<file path="src/rtl/uart_debug_loader.sv">
// uart_debug_loader
// Command decoder sitting behind the debug UART receiver. Interprets a small
// byte protocol, assembles 32-bit instruction words (MSB first) and writes
// them into instruction memory, drives run/step control to the pipeline and
// answers every command with a one-byte ACK or NAK.
//
// Commands (decoded in IDLE):
//   'L' <count> <4*count bytes> : load words from address 0 (count 0 = 256)
//   'R' : free-run        'H' : halt
//   'S' : single step (only while halted, NAK otherwise)
//
// Ports:
//   i_clock      system clock
//   i_reset      asynchronous active-low reset
//   i_rx_data    received byte, valid with i_rx_done
//   i_rx_done    one-cycle new-byte tick
//   i_tx_done    one-cycle tick, transmitter finished the reply
//   o_tx_data    reply byte (held until i_tx_done)
//   o_tx_start   one-cycle transmit start pulse
//   o_mem_wr_en  one-cycle instruction memory write strobe
//   o_mem_addr   word address of the write
//   o_mem_data   word being written
//   o_run        processor free-running level
//   o_step       one-cycle single-step pulse
//   o_busy       high whenever not idle
module uart_debug_loader #(
  parameter int                N_BITS         = 8,
  parameter int                WORD_BITS      = 32,
  parameter int                ADDR_BITS      = 10,
  parameter int                TIMEOUT_CYCLES = 1000000,
  parameter logic [N_BITS-1:0] ACK_BYTE       = 8'hAA,
  parameter logic [N_BITS-1:0] NAK_BYTE       = 8'hEE
) (
  input  logic                 i_clock,
  input  logic                 i_reset,
  input  logic [N_BITS-1:0]    i_rx_data,
  input  logic                 i_rx_done,
  input  logic                 i_tx_done,
  output logic [N_BITS-1:0]    o_tx_data,
  output logic                 o_tx_start,
  output logic                 o_mem_wr_en,
  output logic [ADDR_BITS-1:0] o_mem_addr,
  output logic [WORD_BITS-1:0] o_mem_data,
  output logic                 o_run,
  output logic                 o_step,
  output logic                 o_busy
);

  localparam int TMO_W = $clog2(TIMEOUT_CYCLES);
  localparam int CNT_W = N_BITS + 1;
  localparam logic [TMO_W-1:0]  TMO_LAST = TMO_W'(TIMEOUT_CYCLES - 1);
  localparam logic [N_BITS-1:0] CMD_LOAD = N_BITS'(8'h4C);
  localparam logic [N_BITS-1:0] CMD_RUN  = N_BITS'(8'h52);
  localparam logic [N_BITS-1:0] CMD_HALT = N_BITS'(8'h48);
  localparam logic [N_BITS-1:0] CMD_STEP = N_BITS'(8'h53);

  typedef enum logic [2:0] {
    S_IDLE, S_GET_COUNT, S_GET_BYTE, S_WRITE, S_SEND, S_WAIT_TX
  } state_t;

  state_t               state_q, state_d;
  logic                 run_q, run_d;
  logic                 step_q, step_d;
  logic                 wr_en_q, wr_en_d;
  logic                 tx_start_q, tx_start_d;
  logic                 busy_q, busy_d;
  logic [N_BITS-1:0]    reply_q, reply_d;
  logic [WORD_BITS-1:0] word_q, word_d;
  logic [ADDR_BITS-1:0] addr_q, addr_d;
  logic [CNT_W-1:0]     cnt_q, cnt_d;
  logic [1:0]           idx_q, idx_d;
  logic [TMO_W-1:0]     tmo_q, tmo_d;

  always_comb begin
    state_d = state_q;
    run_d   = run_q;
    reply_d = reply_q;
    word_d  = word_q;
    addr_d  = addr_q;
    cnt_d   = cnt_q;
    idx_d   = idx_q;
    tmo_d   = tmo_q;
    step_d  = 1'b0;

    case (state_q)
      S_IDLE: begin
        tmo_d = '0;
        if (i_rx_done) begin
          state_d = S_SEND;
          case (i_rx_data)
            CMD_LOAD: begin
              run_d   = 1'b0;
              state_d = S_GET_COUNT;
            end
            CMD_RUN: begin
              run_d   = 1'b1;
              reply_d = ACK_BYTE;
            end
            CMD_HALT: begin
              run_d   = 1'b0;
              reply_d = ACK_BYTE;
            end
            CMD_STEP: begin
              // Stepping a free-running core is refused.
              if (run_q) begin
                reply_d = NAK_BYTE;
              end else begin
                step_d  = 1'b1;
                reply_d = ACK_BYTE;
              end
            end
            default: reply_d = NAK_BYTE;
          endcase
        end
      end

      S_GET_COUNT: begin
        // A byte arriving on the expiry cycle takes priority over the abort.
        if (i_rx_done) begin
          cnt_d   = (i_rx_data == '0) ? {1'b1, {N_BITS{1'b0}}} : {1'b0, i_rx_data};
          addr_d  = '0;
          idx_d   = '0;
          tmo_d   = '0;
          state_d = S_GET_BYTE;
        end else if (tmo_q == TMO_LAST) begin
          reply_d = NAK_BYTE;
          state_d = S_SEND;
        end else begin
          tmo_d = tmo_q + 1'b1;
        end
      end

      S_GET_BYTE: begin
        if (i_rx_done) begin
          word_d = {word_q[WORD_BITS-N_BITS-1:0], i_rx_data};
          tmo_d  = '0;
          if (idx_q == 2'd3) begin
            idx_d   = '0;
            state_d = S_WRITE;
          end else begin
            idx_d = idx_q + 1'b1;
          end
        end else if (tmo_q == TMO_LAST) begin
          // Words already written stay in memory.
          reply_d = NAK_BYTE;
          state_d = S_SEND;
        end else begin
          tmo_d = tmo_q + 1'b1;
        end
      end

      S_WRITE: begin
        addr_d = addr_q + 1'b1;
        cnt_d  = cnt_q - 1'b1;
        if (cnt_q == CNT_W'(1)) begin
          reply_d = ACK_BYTE;
          state_d = S_SEND;
        end else begin
          state_d = S_GET_BYTE;
        end
      end

      S_SEND: state_d = S_WAIT_TX;

      // Received bytes are ignored here and in SEND.
      S_WAIT_TX: if (i_tx_done) state_d = S_IDLE;

      default: state_d = S_IDLE;
    endcase

    // Outputs are registered from the next state so each pulse lines up
    // with the cycle its state is occupied.
    wr_en_d    = (state_d == S_WRITE);
    tx_start_d = (state_d == S_SEND);
    busy_d     = (state_d != S_IDLE);
  end

  always_ff @(posedge i_clock or negedge i_reset) begin
    if (!i_reset) begin
      state_q    <= S_IDLE;
      run_q      <= 1'b0;
      step_q     <= 1'b0;
      wr_en_q    <= 1'b0;
      tx_start_q <= 1'b0;
      busy_q     <= 1'b0;
      reply_q    <= '0;
      word_q     <= '0;
      addr_q     <= '0;
      cnt_q      <= '0;
      idx_q      <= '0;
      tmo_q      <= '0;
    end else begin
      state_q    <= state_d;
      run_q      <= run_d;
      step_q     <= step_d;
      wr_en_q    <= wr_en_d;
      tx_start_q <= tx_start_d;
      busy_q     <= busy_d;
      reply_q    <= reply_d;
      word_q     <= word_d;
      addr_q     <= addr_d;
      cnt_q      <= cnt_d;
      idx_q      <= idx_d;
      tmo_q      <= tmo_d;
    end
  end

  assign o_tx_data   = reply_q;
  assign o_tx_start  = tx_start_q;
  assign o_mem_wr_en = wr_en_q;
  assign o_mem_addr  = addr_q;
  assign o_mem_data  = word_q;
  assign o_run       = run_q;
  assign o_step      = step_q;
  assign o_busy      = busy_q;

endmodule

</file>
<file path="config.mk">
export PLATFORM = sky130hd
export DESIGN_NAME = uart_debug_loader
export DESIGN_NICKNAME = d
export VERILOG_FILES = /design/src/rtl/uart_debug_loader.sv
export SDC_FILE = /design/constraint.sdc
export NUM_CORES = 1
export LEC_CHECK = 0
export CAP_MARGIN = 15
export CORE_MARGIN = 3
export CORE_UTILIZATION = 42
export CTS_BUF_LIST = sky130_fd_sc_hd__clkbuf_8
export CTS_CLUSTER_SIZE = 25
export DETAILED_ROUTE_END_ITERATION = 10
export PLACE_DENSITY = 0.74
export SYNTH_ARGS = -nofsm -noshare
export SYNTH_HDL_FRONTEND = slang
export SYNTH_SLANG_ARGS = --single-unit
</file>
<file path="constraint.sdc">
create_clock -name i_clock -period 1.8 [get_ports i_clock]
set_input_delay 0.45 -clock i_clock [delete_from_list [all_inputs] [get_ports i_clock]]
set_output_delay 0.45 -clock i_clock [all_outputs]
set_load 0.01 [all_outputs]
</file>
==> results of run 1 <==
## sequential cells by signal, summed over array words and instances, names as in the netlist
name / count
o_mem_addr: 10
idx_q: 2
tmo_q: 20
cnt_q: 9
o_tx_data: 2
o_mem_wr_en: 1
o_mem_data: 32
o_tx_start: 1
o_busy: 1
o_run: 1
state_q: 3
o_step: 1
## cells in the final DEF (no fill, tap or decap), types with 10 or more instances in the layout
cell and count:
nand2_1 34, buf_4 99, dlymetal6s2s_1 14, mux2_2 32, nand3_1 10, clkdlybuf4s50_1 41
o21ai_0 29, nand4_1 12, nor2_1 26, dfrtp_1 81
## logic make-up (layout without fill, tap and decap cells)
| family | count (synthesis) | count (layout) |
|---|---|---|
| AO/OA/AOI/OAI | 68 | 68 |
| XOR/XNOR | 10 | 10 |
| adder cells (fa/ha/maj) | 5 | 5 |
| buffers and inverters | 26 | 194 |
| flip-flops | 83 | 83 |
| multiplexers | 36 | 36 |
| other | 1 | 2 |
| AND/OR/NAND/NOR | 142 | 142 |
## repair_timing
action / in CTS / in global routing
buffers inserted: 14 / 12
endpoints found under the hold margin: 0 / 0
endpoints found under the setup margin: 39 / 44
pin swaps: 27 / 25
hold buffers: 0 / 0
resized for setup: 38 / 46
## cell usage after synthesis, types with 8 or more instances
master	number
a21oi_1	10
and3_1	9
clkbuf_1	8
dfrtp_1	83
mux2_2	33
nand2_1	35
nand3_1	15
nand4_1	12
nor2_1	31
o21ai_0	33
xor2_1	8
## critical path: cells and delay by family, from the launching register on
family / cells / cell delay [ns]
flip-flops: 1 / 0.40
AO/OA/AOI/OAI: 1 / 0.40
AND/OR/NAND/NOR: 4 / 1.03
buffers and inverters: 1 / 0.07
## final cells by class
cell class                      count  area [µm²]
Fill cell                         686        3000
Sequential cell                    83        2080
Multi-Input combinational cell    263        2010
Timing Repair Buffer              171        1510
Tap cell                          126         158
Clock buffer                        9         124
Clock inverter                      7        68.8
Inverter                            7        26.3
## final timing paths
path | start | endpoint | slack, ns | cells past startpoint
hold reg to reg | o_mem_addr[9] | o_mem_addr[9] | 0.50 | 1
setup / recovery | tmo_q[17] | o_busy | -0.22 | 6
hold / removal | i_reset | tmo_q[0] | 0.09 | 2
min in group i_clock | o_mem_addr[9] | o_mem_addr[9] | 0.50 | 1
max in group asynchronous | i_reset | o_mem_data[18] | 1.34 | 2
setup reg to reg | tmo_q[17] | o_busy | -0.22 | 6
## metal layers
layer  wire [µm]  track usage [%]  vias up
li1            -                -     1666
met2        5310             33.2       83
met4         180             6.47        0
met3         379             4.02       18
met5           0                0        -
met1        4520             26.2     1710
## power by group
group	switching [W]	leakage [nW]	internal, W
registers	0.000462	1.06	0.00248
clock network	0.000779	0.0911	0.000534
logic	0.00179	1.60	0.00228
total	0.00303	2.75	0.00530
## through the flow
stage | TNS (ns) | power [W] | hold WS, ns
after floorplan | -0.368 | 0.00473 | 0.154
after global placement | -22.90 | 0.00663 | 0.475
after detailed placement | -23.59 | 0.00677 | 0.491
after CTS | -1.32 | 0.00829 | 0.119
after global routing | -1.78 | 0.00887 | 0.121
final | -0.914 | 0.00833 | 0.0893
==> results.yml, run 1 <==
run_status:
  violations: "setup timing"
  outcome: "finished, violations left"
layout:
  final_util_pct: 66.6
  final_nets: 552
  area_growth_syn_to_layout_pct: 50.1
  layout-drive-gt1-share_pct: 38.3
  final_cell_area_um2: 5980
  instances_no_fill: 666
  num_antenna_cells: 0
place:
  place_area_um2: 5350
  port_buffers: 64
  dp_hpwl_um: 7020
  dp_slack_ns: -0.754
  place_congestion: 0.886
  dp.cells: 630
yosys:
  synth_compound_area_share_pct: 11.3
  synth_top_family_by_area: "simple AND/OR/NAND/NOR gates"
  async_flop_share_pct: 100
  synth_edf_count: 0
  synthMuxAreaShare_pct: 10.1
  synth_area_leaders: "dfrtp_1, mux2_2, o21ai_0"
  yosysWarnings: 0
  synth_cells: 371
  syn_area_um2: 3980
  synthAdderAreaFrac_pct: 1.57
  yosys.area_share.simple_pct: 19.1
  synth_ff_type: "dfrtp_1"
  syn_area_per_cell_um2: 10.7
  yosysTopAreaCell: "dfrtp_1"
  synth_xor_xnor_area_share_pct: 2.20
  ys_ff_latch: 83
  synth.distinct_cells: 59
  synthDominantCellAreaShare_pct: 52.2
  seq_area_frac_synth_pct: 52.2
floorplanning:
  die_width_um: 103
  core_area_um2: 8980
  num_rows: 34
  chipHeight_um: 103
  top_level_ports: 67
  dieArea_um2: 10700
  start_util_pct: 44.3
power_and_ir_drop:
  p_leak_nw: 2.75
  p_per_area_nw_per_um2: 1390
  peakVddDrop_v: 0.000967
timing:
  period_share_pct: 112
  hold_violations: 0
  clock.fmax_mhz: 495
  finalWorstPathRequiredPeriod_ns: 2.02
  setup_viol: 11
  rsz0062_at_grt: "true"
  finClkSkew_ns: 0.0131
  setup_ws_ns: -0.219
  slew_viol_final: 0
worst_hold_path:
  hold_class: "input pin to asynchronous set/reset pin"
clock_network:
  cts_sinks: 83
  cts_tree: "done"
  htreeDepth: 3
  cts_buffer_depth: 2
  cts_buffers: 9
  cts_root_buffer: "clkbuf_8"
  insertion_delay_ns: 0.37
  cts.clk_slew.worst_paths_ns: 0.09
setup_path:
  arrival_ns: 2.25
  crit_top_cell: "and3_4"
  critPathMaxFanout: 3
  cp-end-kind: "flip-flop"
  timing.critical_path.slowest_stage_cell: "or4_1"
  worstSetupPathType: "flip-flop to flip-flop"
  worstPathRequired_ns: 2.03
  critical_path.cell_chain: "and3_4 -> and4b_4 -> and3_4 -> a2111oi_4 -> inv_2 -> or4_1"
  max_stage_delay_ns: 0.48
  worst_setup_path_start_kind: "flip-flop"
flow_run:
  max-cap-violations: 0
routing:
  first_pass_iters: 4
  drcViolationCount: 0
  wl_um: 10400
  vias: 3477
  drt-initial-drc-count: 163
  antenna_left: 0
  wire_per_inst_um: 15.6
  via_per_inst: 5.22
global_route:
  gr-total-overflow: 0
  grt_pass1_wl_um: 16900
  grt_max_degree: 84
  grt_antenna_before_repair: 0
  grt_pass1_vias: 3565
  globalRouteTotalUtil_pct: 20.0
Note: power is estimated with default switching activity, not from simulation.
==> inputs of run 2 (changes only) <==
--- a/config.mk
+++ b/config.mk
@@ -11,7 +11,8 @@
 export CTS_BUF_LIST = sky130_fd_sc_hd__clkbuf_8
 export CTS_CLUSTER_SIZE = 25
 export DETAILED_ROUTE_END_ITERATION = 10
-export PLACE_DENSITY = 0.74
+export HOLD_SLACK_MARGIN = 0.02
+export PLACE_DENSITY = 0.72
 export SYNTH_ARGS = -nofsm -noshare
 export SYNTH_HDL_FRONTEND = slang
 export SYNTH_SLANG_ARGS = --single-unit
==> constraint.sdc (replaced) <==
create_clock -name i_clock -period 2 [get_ports i_clock]
set_input_delay 0.5 -clock i_clock [delete_from_list [all_inputs] [get_ports i_clock]]
set_output_delay 0.5 -clock i_clock [all_outputs]
set_load 0.01 [all_outputs]
==> results.yml, run 2 (same netlist as run 1, synthesis figures left out) <==
run_status:
  outcome: "finished, violations left"
  violations: "setup timing"
layout:
  num_antenna_cells: 0
  multi_input_area_um2: 1920
  layout-drive-gt1-share_pct: 30.4
  final_cell_mix: "dfrtp_1, buf_4, clkdlybuf4s50_1"
  final-seq-area_um2: 2080
  largest_reg_flops: 32
  fill_cells: 741
  final_nets: 518
  final_util_pct: 62.3
  area_growth_syn_to_layout_pct: 40.5
  final_common_cell: "dfrtp_1"
clock_network:
  cts_buffer_depth: 2
  cts_sinks: 83
  insertion_delay_ns: 0.36
  cts_buffers: 9
  cts_tree: "done"
  htreeDepth: 3
  cts_root_buffer: "clkbuf_8"
  cts_hold_buf: 0
  cts.clk_slew.worst_paths_ns: 0.09
setup_path:
  timing.critical_path.slowest_stage_cell: "dfrtp_1"
  arrival_ns: 2.27
  worst_setup_path_start_kind: "flip-flop"
  cp-end-kind: "flip-flop"
  worstPathRequired_ns: 2.24
  max_stage_delay_ns: 0.45
  path_buf_inv: 1
  cp_top_family: "simple AND/OR/NAND/NOR gates"
  critPathMaxFanout: 5
  critical_path.cell_chain: "nand2b_4 -> or3_4 -> a31oi_4 -> a2111oi_4 -> buf_4 -> nor4_4 -> mux2_4"
  worstSetupPathType: "flip-flop to flip-flop"
timing:
  period_share_pct: 102
  slew_viol_final: 0
  finalWorstPathRequiredPeriod_ns: 2.04
  setup_viol: 1
  clock.fmax_mhz: 491
  worstMarginPinSlew_ns: 0.563
  hold_violations: 0
  slew_headroom_pct: 62.5
  tns_ns: -0.0381
  setup_ws_ns: -0.0381
  finClkSkew_ns: 0.0118
  rsz0062_at_grt: "true"
place:
  port_buffers: 64
  dp_hpwl_um: 7160
  place_congestion: 0.856
floorplanning:
  start_util_pct: 44.3
  num_rows: 34
  core_area_um2: 8980
  top_level_ports: 67
  die_width_um: 103
  chipHeight_um: 103
  dieArea_um2: 10700
global_route:
  globalRouteTotalUtil_pct: 19.7
  grt_pass1_vias: 3403
  gr-total-overflow: 0
  grt_pass1_wl_um: 16500
  grt_max_degree: 33
  grt_antenna_before_repair: 0
routing:
  first_pass_iters: 4
  vias: 3364
  wire_per_inst_um: 15.5
  wl_um: 9790
  antenna_left: 0
  drcViolationCount: 0
  drt-initial-drc-count: 142
  via_per_inst: 5.32
power_and_ir_drop:
  p_per_area_nw_per_um2: 1330
  p_leak_nw: 2.44
  peakVddDrop_v: 0.000830
flow_run:
  max-cap-violations: 0
worst_hold_path:
  hold_class: "input pin to asynchronous set/reset pin"
==> run 2: cell types whose count changed in the layout (fill, tap and decap cells not counted), moves of 3 or more <==
cell	delta
nor2_1	+4
nor2_2	-3
buf_6	-8
o21ai_1	-4
clkdlybuf4s50_1	+21
buf_4	-27
nand3_2	-3
nand3_1	+4
o21ai_0	+3
dlygate4sd2_1	-7
dlymetal6s2s_1	-14
==> run 2: stage by stage <==
step | setup WS (ns) | power (W) | cells | hold slack, ns | instance area [µm²]
global placement | -0.536 | 0.00582 | 606 | 0.469 | 5160
finish | -0.0381 | 0.00741 | 632 | 0.0791 | 5590
global route | -0.137 | 0.00790 | 632 | 0.0895 | 5590
CTS | -0.0537 | 0.00737 | 629 | 0.0732 | 5490
floorplan | 0.00387 | 0.00425 | 372 | 0.204 | 3990
detailed placement | -0.587 | 0.00593 | 606 | 0.471 | 5160
==> run 2: report_power, final <==
| part | switching (W) | internal (W) |
|---|---|---|
| registers | 0.000460 | 0.00223 |
| logic | 0.00150 | 0.00190 |
| clock network | 0.000651 | 0.000663 |
==> run 2: repair_timing <==
item | CTS | global route
endpoints found under the hold margin | 0 | 0
pin swaps | 6 | 10
buffers inserted | 7 | 2
gates resized for setup | 9 | 15
setup endpoints to repair | 12 | 16
gates cloned | 0 | 1
==> run 2: worst paths after layout <==
check                              start             end  slack, ns  depth (start not counted)
max                           state_q[1]    o_tx_data[6]      -0.04                          7
min reg2reg                o_mem_addr[9]   o_mem_addr[9]       0.49                          1
max reg2reg                   state_q[1]    o_tx_data[6]      -0.04                          7
min                              i_reset       tmo_q[13]       0.08                          1
max in group asynchronous        i_reset  o_mem_data[25]       1.33                          2
min in group i_clock       o_mem_addr[9]   o_mem_addr[9]       0.49                          1
==> run 2: cell type report <==
type | count | share of cell area (%)
tap | 126 | 2.82
clock inverter | 5 | 1.21
clock buffer | 11 | 2.71
inverter | 7 | 0.470
timing repair buffer | 136 | 21.3
multi-input combinational | 264 | 34.3
sequential | 83 | 37.2
==> run 2: per-layer routing <==
layer / track usage (%) / share of wire (%) / wire length [µm]
met5: 0 / 0 / 0
met4: 4.88 / 0.94 / 92
met3: 4.49 / 4.2 / 407
met1: 25.5 / 43 / 4180
met2: 33.4 / 52 / 5110
